===== config.mk =====
export PLATFORM = sky130hd
export DESIGN_NAME = mem_ctrl
export DESIGN_NICKNAME = d
export VERILOG_FILES = /design/src/rtl/mem_ctrl.sv
export SDC_FILE = /design/constraint.sdc
export NUM_CORES = 1
export LEC_CHECK = 0
export ABC_AREA = 0
export BUFFER_PORTS_ARGS = -buffer_cell sky130_fd_sc_hd__buf_2
export CORE_UTILIZATION = 35
export CTS_BUF_LIST = sky130_fd_sc_hd__clkbuf_4 sky130_fd_sc_hd__clkbuf_8 sky130_fd_sc_hd__clkbuf_16
export DETAILED_ROUTE_END_ITERATION = 16
export SKIP_CTS_REPAIR_TIMING = 1
export SYNTH_ARGS = -nofsm -noshare
export SYNTH_HDL_FRONTEND = slang
export SYNTH_SLANG_ARGS = --single-unit

===== constraint.sdc =====
create_clock -name clk -period 5.4 [get_ports clk]
set_clock_uncertainty 0.05 [all_clocks]
set_input_delay 0 -clock clk [delete_from_list [all_inputs] [get_ports clk]]
set_output_delay 0 -clock clk [all_outputs]
set_load 0.01 [all_outputs]

===== src/rtl/mem_ctrl.sv =====
// mem_ctrl: byte-serial sequencer sharing one byte-wide RAM port between instruction fetch and load/store.
// Optional MEM_CTRL_RR_ARB_EN: round-robin IF/MEM tie breaking instead of fixed MEM priority.
module mem_ctrl #(
  parameter int ADDR_W = 32
) (
  input  logic              clk,
  input  logic              rst,
  input  logic              if_req_i,
  input  logic [31:0]       if_addr_i,
  output logic              if_busy_o,
  output logic [31:0]       if_data_o,
  input  logic [2:0]        read_i,
  input  logic [1:0]        write_i,
  input  logic [31:0]       addr_i,
  input  logic [31:0]       wdata_i,
  output logic              read_busy_o,
  output logic              write_busy_o,
  output logic [31:0]       read_data_o,
  input  logic [7:0]        ram_din_i,
  output logic [7:0]        ram_dout_o,
  output logic [ADDR_W-1:0] ram_a_o,
  output logic              ram_wr_o
);

  typedef enum logic [1:0] {IDLE, RD, WR, DONE} state_e;

  localparam logic [2:0] LD_B  = 3'd1;
  localparam logic [2:0] LD_H  = 3'd2;
  localparam logic [2:0] LD_W  = 3'd3;
  localparam logic [2:0] LD_BU = 3'd4;
  localparam logic [2:0] LD_HU = 3'd5;

  state_e            state_q, state_d;
  logic [2:0]        cnt_q, cnt_d;
  logic [2:0]        len_q, len_d;
  logic [2:0]        rtype_q, rtype_d;
  logic              owner_if_q, owner_if_d;
  logic [ADDR_W-1:0] addr_q, addr_d;
  logic [31:0]       wdata_q, wdata_d;
  logic [31:0]       rbuf_q, rbuf_d;
  logic [ADDR_W-1:0] ram_a_q, ram_a_d;
  logic [7:0]        ram_dout_q, ram_dout_d;
  logic              ram_wr_q, ram_wr_d;
  logic [31:0]       if_data_q, if_data_d;
  logic [31:0]       read_data_q, read_data_d;
  logic              if_done_q, if_done_d;
  logic              rd_done_q, rd_done_d;
  logic              wr_done_q, wr_done_d;

  logic              mem_req;
  logic              grant_if;
  logic [2:0]        cnt_nxt;
  logic [1:0]        cap_idx;
  logic [31:0]       asm_word;

  function automatic logic [2:0] rd_len(input logic [2:0] t);
    logic [2:0] n;
    case (t)
      LD_B, LD_BU: n = 3'd1;
      LD_H, LD_HU: n = 3'd2;
      default:     n = 3'd4;
    endcase
    return n;
  endfunction

  function automatic logic [2:0] wr_len(input logic [1:0] t);
    logic [2:0] n;
    case (t)
      2'd1:    n = 3'd1;
      2'd2:    n = 3'd2;
      default: n = 3'd4;
    endcase
    return n;
  endfunction

  function automatic logic [31:0] extend(input logic [2:0] t, input logic [31:0] w);
    logic [31:0] r;
    case (t)
      LD_B:    r = {{24{w[7]}}, w[7:0]};
      LD_H:    r = {{16{w[15]}}, w[15:0]};
      LD_BU:   r = {24'd0, w[7:0]};
      LD_HU:   r = {16'd0, w[15:0]};
      default: r = w;
    endcase
    return r;
  endfunction

  assign mem_req = (read_i != 3'd0) || (write_i != 2'd0);

`ifdef MEM_CTRL_RR_ARB_EN
  logic last_if_q, last_if_d;

  // Remember who won the last grant so a tie goes to the other requester.
  always_comb begin
    last_if_d = last_if_q;
    if (state_q == IDLE && (if_req_i || mem_req)) begin
      last_if_d = grant_if;
    end
  end

  always_ff @(posedge clk or posedge rst) begin
    if (rst) last_if_q <= 1'b1;
    else     last_if_q <= last_if_d;
  end

  assign grant_if = if_req_i && (!mem_req || !last_if_q);
`else
  assign grant_if = if_req_i && !mem_req;
`endif

  assign cnt_nxt  = cnt_q + 3'd1;
  assign cap_idx  = cnt_q[1:0] - 2'd1;

  // RAM data lags its address by one cycle, so RD cycle c captures byte c-1.
  always_comb begin
    asm_word = rbuf_q;
    asm_word[{cap_idx, 3'b000} +: 8] = ram_din_i;
  end

  always_comb begin
    state_d     = state_q;
    cnt_d       = cnt_q;
    len_d       = len_q;
    rtype_d     = rtype_q;
    owner_if_d  = owner_if_q;
    addr_d      = addr_q;
    wdata_d     = wdata_q;
    rbuf_d      = rbuf_q;
    ram_a_d     = ram_a_q;
    ram_dout_d  = ram_dout_q;
    ram_wr_d    = 1'b0;
    if_data_d   = if_data_q;
    read_data_d = read_data_q;
    if_done_d   = 1'b0;
    rd_done_d   = 1'b0;
    wr_done_d   = 1'b0;

    unique case (state_q)
      IDLE: begin
        cnt_d = 3'd0;
        if (grant_if) begin
          owner_if_d = 1'b1;
          addr_d     = if_addr_i[ADDR_W-1:0];
          rtype_d    = LD_W;
          len_d      = 3'd4;
          ram_a_d    = if_addr_i[ADDR_W-1:0];
          state_d    = RD;
        end else if (read_i != 3'd0) begin
          owner_if_d = 1'b0;
          addr_d     = addr_i[ADDR_W-1:0];
          rtype_d    = read_i;
          len_d      = rd_len(read_i);
          ram_a_d    = addr_i[ADDR_W-1:0];
          state_d    = RD;
        end else if (write_i != 2'd0) begin
          owner_if_d = 1'b0;
          addr_d     = addr_i[ADDR_W-1:0];
          wdata_d    = wdata_i;
          len_d      = wr_len(write_i);
          ram_a_d    = addr_i[ADDR_W-1:0];
          ram_dout_d = wdata_i[7:0];
          ram_wr_d   = 1'b1;
          state_d    = WR;
        end
      end

      RD: begin
        cnt_d = cnt_nxt;
        if (cnt_q != 3'd0) rbuf_d = asm_word;
        if (cnt_nxt < len_q) ram_a_d = addr_q + ADDR_W'(cnt_nxt);
        if (cnt_q == len_q) begin
          state_d = DONE;
          if (owner_if_q) begin
            if_data_d = asm_word;
            if_done_d = 1'b1;
          end else begin
            read_data_d = extend(rtype_q, asm_word);
            rd_done_d   = 1'b1;
          end
        end
      end

      WR: begin
        cnt_d = cnt_nxt;
        if (cnt_nxt < len_q) begin
          ram_a_d    = addr_q + ADDR_W'(cnt_nxt);
          ram_dout_d = wdata_q[{cnt_nxt[1:0], 3'b000} +: 8];
          ram_wr_d   = 1'b1;
        end else begin
          state_d   = DONE;
          wr_done_d = 1'b1;
        end
      end

      DONE: state_d = IDLE;

      default: state_d = IDLE;
    endcase
  end

  always_ff @(posedge clk or posedge rst) begin
    if (rst) begin
      state_q     <= IDLE;
      cnt_q       <= 3'd0;
      len_q       <= 3'd0;
      rtype_q     <= 3'd0;
      owner_if_q  <= 1'b0;
      addr_q      <= '0;
      wdata_q     <= 32'd0;
      rbuf_q      <= 32'd0;
      ram_a_q     <= '0;
      ram_dout_q  <= 8'd0;
      ram_wr_q    <= 1'b0;
      if_data_q   <= 32'd0;
      read_data_q <= 32'd0;
      if_done_q   <= 1'b0;
      rd_done_q   <= 1'b0;
      wr_done_q   <= 1'b0;
    end else begin
      state_q     <= state_d;
      cnt_q       <= cnt_d;
      len_q       <= len_d;
      rtype_q     <= rtype_d;
      owner_if_q  <= owner_if_d;
      addr_q      <= addr_d;
      wdata_q     <= wdata_d;
      rbuf_q      <= rbuf_d;
      ram_a_q     <= ram_a_d;
      ram_dout_q  <= ram_dout_d;
      ram_wr_q    <= ram_wr_d;
      if_data_q   <= if_data_d;
      read_data_q <= read_data_d;
      if_done_q   <= if_done_d;
      rd_done_q   <= rd_done_d;
      wr_done_q   <= wr_done_d;
    end
  end

  assign if_busy_o    = if_req_i && !if_done_q;
  assign read_busy_o  = (read_i != 3'd0) && !rd_done_q;
  assign write_busy_o = (write_i != 2'd0) && !wr_done_q;
  assign if_data_o    = if_data_q;
  assign read_data_o  = read_data_q;
  assign ram_a_o      = ram_a_q;
  assign ram_dout_o   = ram_dout_q;
  assign ram_wr_o     = ram_wr_q;

endmodule


==> impl_metrics.ini <==
[status]
status = finished with violations
violations = negative hold slack

[flow_run]
maxCapViolCount = 0

[synthesis]
synth_area_leaders = dfrtp_1 (52%), mux2_2 (6.0%), nand2_1 (4.0%), o21ai_0 (3.9%), mux2i_1 (3.2%)
yosys-top-cells-count = dfrtp_1 (216), nand2_1 (111), nor2_1 (80), o21ai_0 (80), a21oi_1 (61)
synth_area_um2 = 10400
synth_flop_cell = dfrtp_1
synth_edf_count = 0
ys_ff_latch = 216
syn_nets = 1123
syn_avg_cell_area_um2 = 10.4
ys_warn_count = 0
syn_inst = 992
synth_top_area_share_pct = 52.2
synth_area_leader_cell = dfrtp_1
yosysMostFrequentCell = dfrtp_1
synth.distinct_cells = 54
seq_area_frac_synth_pct = 52.2
synthArstFlopShare_pct = 100

[cts]
cts_inserted_buffers = 25
htree_levels = 1
clock_sinks = 216
clockRootBuffer = clkbuf_16
clk_latency_ns = 0.52
clkTransAtPathRegs_ns = 0.06
tritoncts = done
cts.path.max_buffers = 3

[die]
die_x_um = 174
start_util_pct = 35.8
core_um2 = 28900
die_y_um = 174
io_pins = 220
dieArea_um2 = 30300
num_rows = 62

[worst_setup_path]
crit_path_end_kind = flop
worstReg2RegStart = cnt_q[1]$_DFFE_PP0P_
start_kind = flop
r2r_cells = 9
rr_endpoint = ram_a_o[9]$_DFFE_PP0P_
critPathRequiredTime_ns = 5.75
worst-path-max-fanout = 20
critical_path_class = reg -> reg
arrival_ns = 3.89
reg2reg_slack_ns = 1.86

[placement]
globalplace.congestion = 0.807
io_buffers = 219
hpwlAfterDp_mm = 18.9

[grt]
grt_pass1_wl_mm = 44.5
grt_pass1_vias = 8113
antenna_found_initial = 2
grt.overflow.total = 0
grt_usage_pct = 18.1
grt_max_degree = 139

[worst_hold_path]
hold-path-endpoint = ram_a_o[0]$_DFFE_PP0P_
min_from = addr_i[0]
min_path_cells = 4
hp-class = in -> reg

[finish]
final_util_pct = 47.9
finish.net_count = 1433
area_delta_synth_final_pct = 33.9
final.fill_count = 2674
layout-drive-gt1-share_pct = 26.4

[route]
dr.pass1.iters = 4
drc = 0
antenna_left = 0
vias_per_cell = 5.05
via_count = 8603
drtIter0Drc = 479
wl_mm = 28.6
post_drt_wl_per_cell_um = 16.8

[pwr]
p_leak_nw = 6.34
power_density_nw_per_um2 = 633
peakVddDrop_v = 0.000311

[timing]
setup_viol = 0
slew_viol_final = 0
slew-limit-headroom_pct = 26.4
worst_slew_pin_slew_ns = 1.10
rsz0062_at_grt = no
max_freq_mhz = 282
min_period_over_period_pct = 65.6
tns_ns = 0
hold_ws_ns = -0.0954
hold_viol_final = 8
min_period_ns = 3.54
==> how the worst max path moves through the flow <==
stage / to / from / depth (start not counted) / slack, ns
after floorplan: ram_a_o[20]$_DFFE_PP0P_ / cnt_q[0]$_DFFE_PP0P_ / 10 / 2.34
after global placement: ram_a_o[30]$_DFFE_PP0P_ / cnt_q[1]$_DFFE_PP0P_ / 9 / 2.01
after detailed placement: ram_a_o[30]$_DFFE_PP0P_ / cnt_q[1]$_DFFE_PP0P_ / 9 / 1.85
after CTS: ram_a_o[30]$_DFFE_PP0P_ / cnt_q[1]$_DFFE_PP0P_ / 9 / 1.85
after global routing: ram_a_o[30]$_DFFE_PP0P_ / cnt_q[1]$_DFFE_PP0P_ / 9 / 1.51
final: ram_a_o[9]$_DFFE_PP0P_ / cnt_q[1]$_DFFE_PP0P_ / 9 / 1.86
==> layout by cell type (no fill, tap or decap), types with 33 or more instances in the layout <==
cell type | synthesis | final
nor2b_1 | 34 | 34
a21oi_1 | 61 | 61
buf_2 | 13 | 219
nand2_1 | 111 | 111
mux2_2 | 55 | 55
mux2i_1 | 33 | 33
o21ai_0 | 80 | 80
dlygate4sd3_1 | 0 | 114
dfrtp_1 | 216 | 216
nor2_1 | 80 | 80
==> layout make-up <==
type                            instances  area, um2  share of cell area, %
Inverter                               19       75.1                  0.541
Tap cell                              384        480                   3.46
Multi-Input combinational cell        696       4660                   33.6
Clock buffer                           34        737                   5.31
Antenna cell                            2       5.00                 0.0361
Sequential cell                       216       5410                   39.0
Clock inverter                         10        179                   1.29
Timing Repair Buffer                  344       2330                   16.8
==> cells by family (layout without fill, tap and decap cells) <==
| group | count (synthesis) | count (layout) | synth area share (%) |
|---|---|---|---|
| AND/OR/NAND/NOR | 308 | 308 | 14.1 |
| flip-flops | 216 | 216 | 52.2 |
| multiplexers | 96 | 96 | 10.9 |
| adder cells (fa/ha/maj) | 19 | 19 | 2.37 |
| AO/OA/AOI/OAI | 239 | 239 | 14.4 |
| other | 0 | 2 | 0 |
| buffers and inverters | 80 | 407 | 3.16 |
| XOR/XNOR | 34 | 34 | 2.88 |
==> registers in the layout (all words and copies together), names as in the netlist <==
name / flops
addr_q: 32
cnt_q: 3
if_data_o: 32
if_done_q: 1
len_q: 3
owner_if_q: 1
ram_a_o: 32
ram_dout_o: 8
ram_wr_o: 1
rbuf_q: 32
rd_done_q: 1
read_data_o: 32
rtype_q: 3
state_q: 2
wdata_q: 32
wr_done_q: 1
==> metrics by stage <==
stage	area [um2]	worst slack, ns	std cells	power (mW)
after floorplan	10400	2.34	992	5.60
after global placement	11800	2.01	1545	6.77
after detailed placement	11800	1.85	1545	6.89
after CTS	12700	1.85	1589	8.79
after global routing	13900	1.51	1703	9.45
final	13900	1.86	1705	8.78
==> critical path, stage by stage, from the launching register on <==
cell and delay (ns):
dfrtp_1 0.46, inv_1 0.10, ha_1 0.55, ha_1 0.41, nand2_1 0.06, o21ai_0 0.29, a211o_1 0.62, buf_4 0.36
nor2_1 0.17, a221o_1 0.34
==> per-layer routing <==
layer  vias up  GRT usage, %  wire length [um]  part of all wire [%]
li1       4137             -                 -                     -
met1      4191          24.9             12700                    44
met2       227          29.6             14000                    49
met3        46          3.41              1380                   4.8
met4         2          4.24               560                   2.0
met5         -             0                 8                 0.028
==> power breakdown <==
| group | switching (mW) | internal [mW] |
|---|---|---|
| sequential | 0.541 | 2.43 |
| clock | 0.676 | 1.19 |
| combinational | 2.25 | 1.69 |
| total | 3.47 | 5.31 |
(Power assumes the default switching activity.)
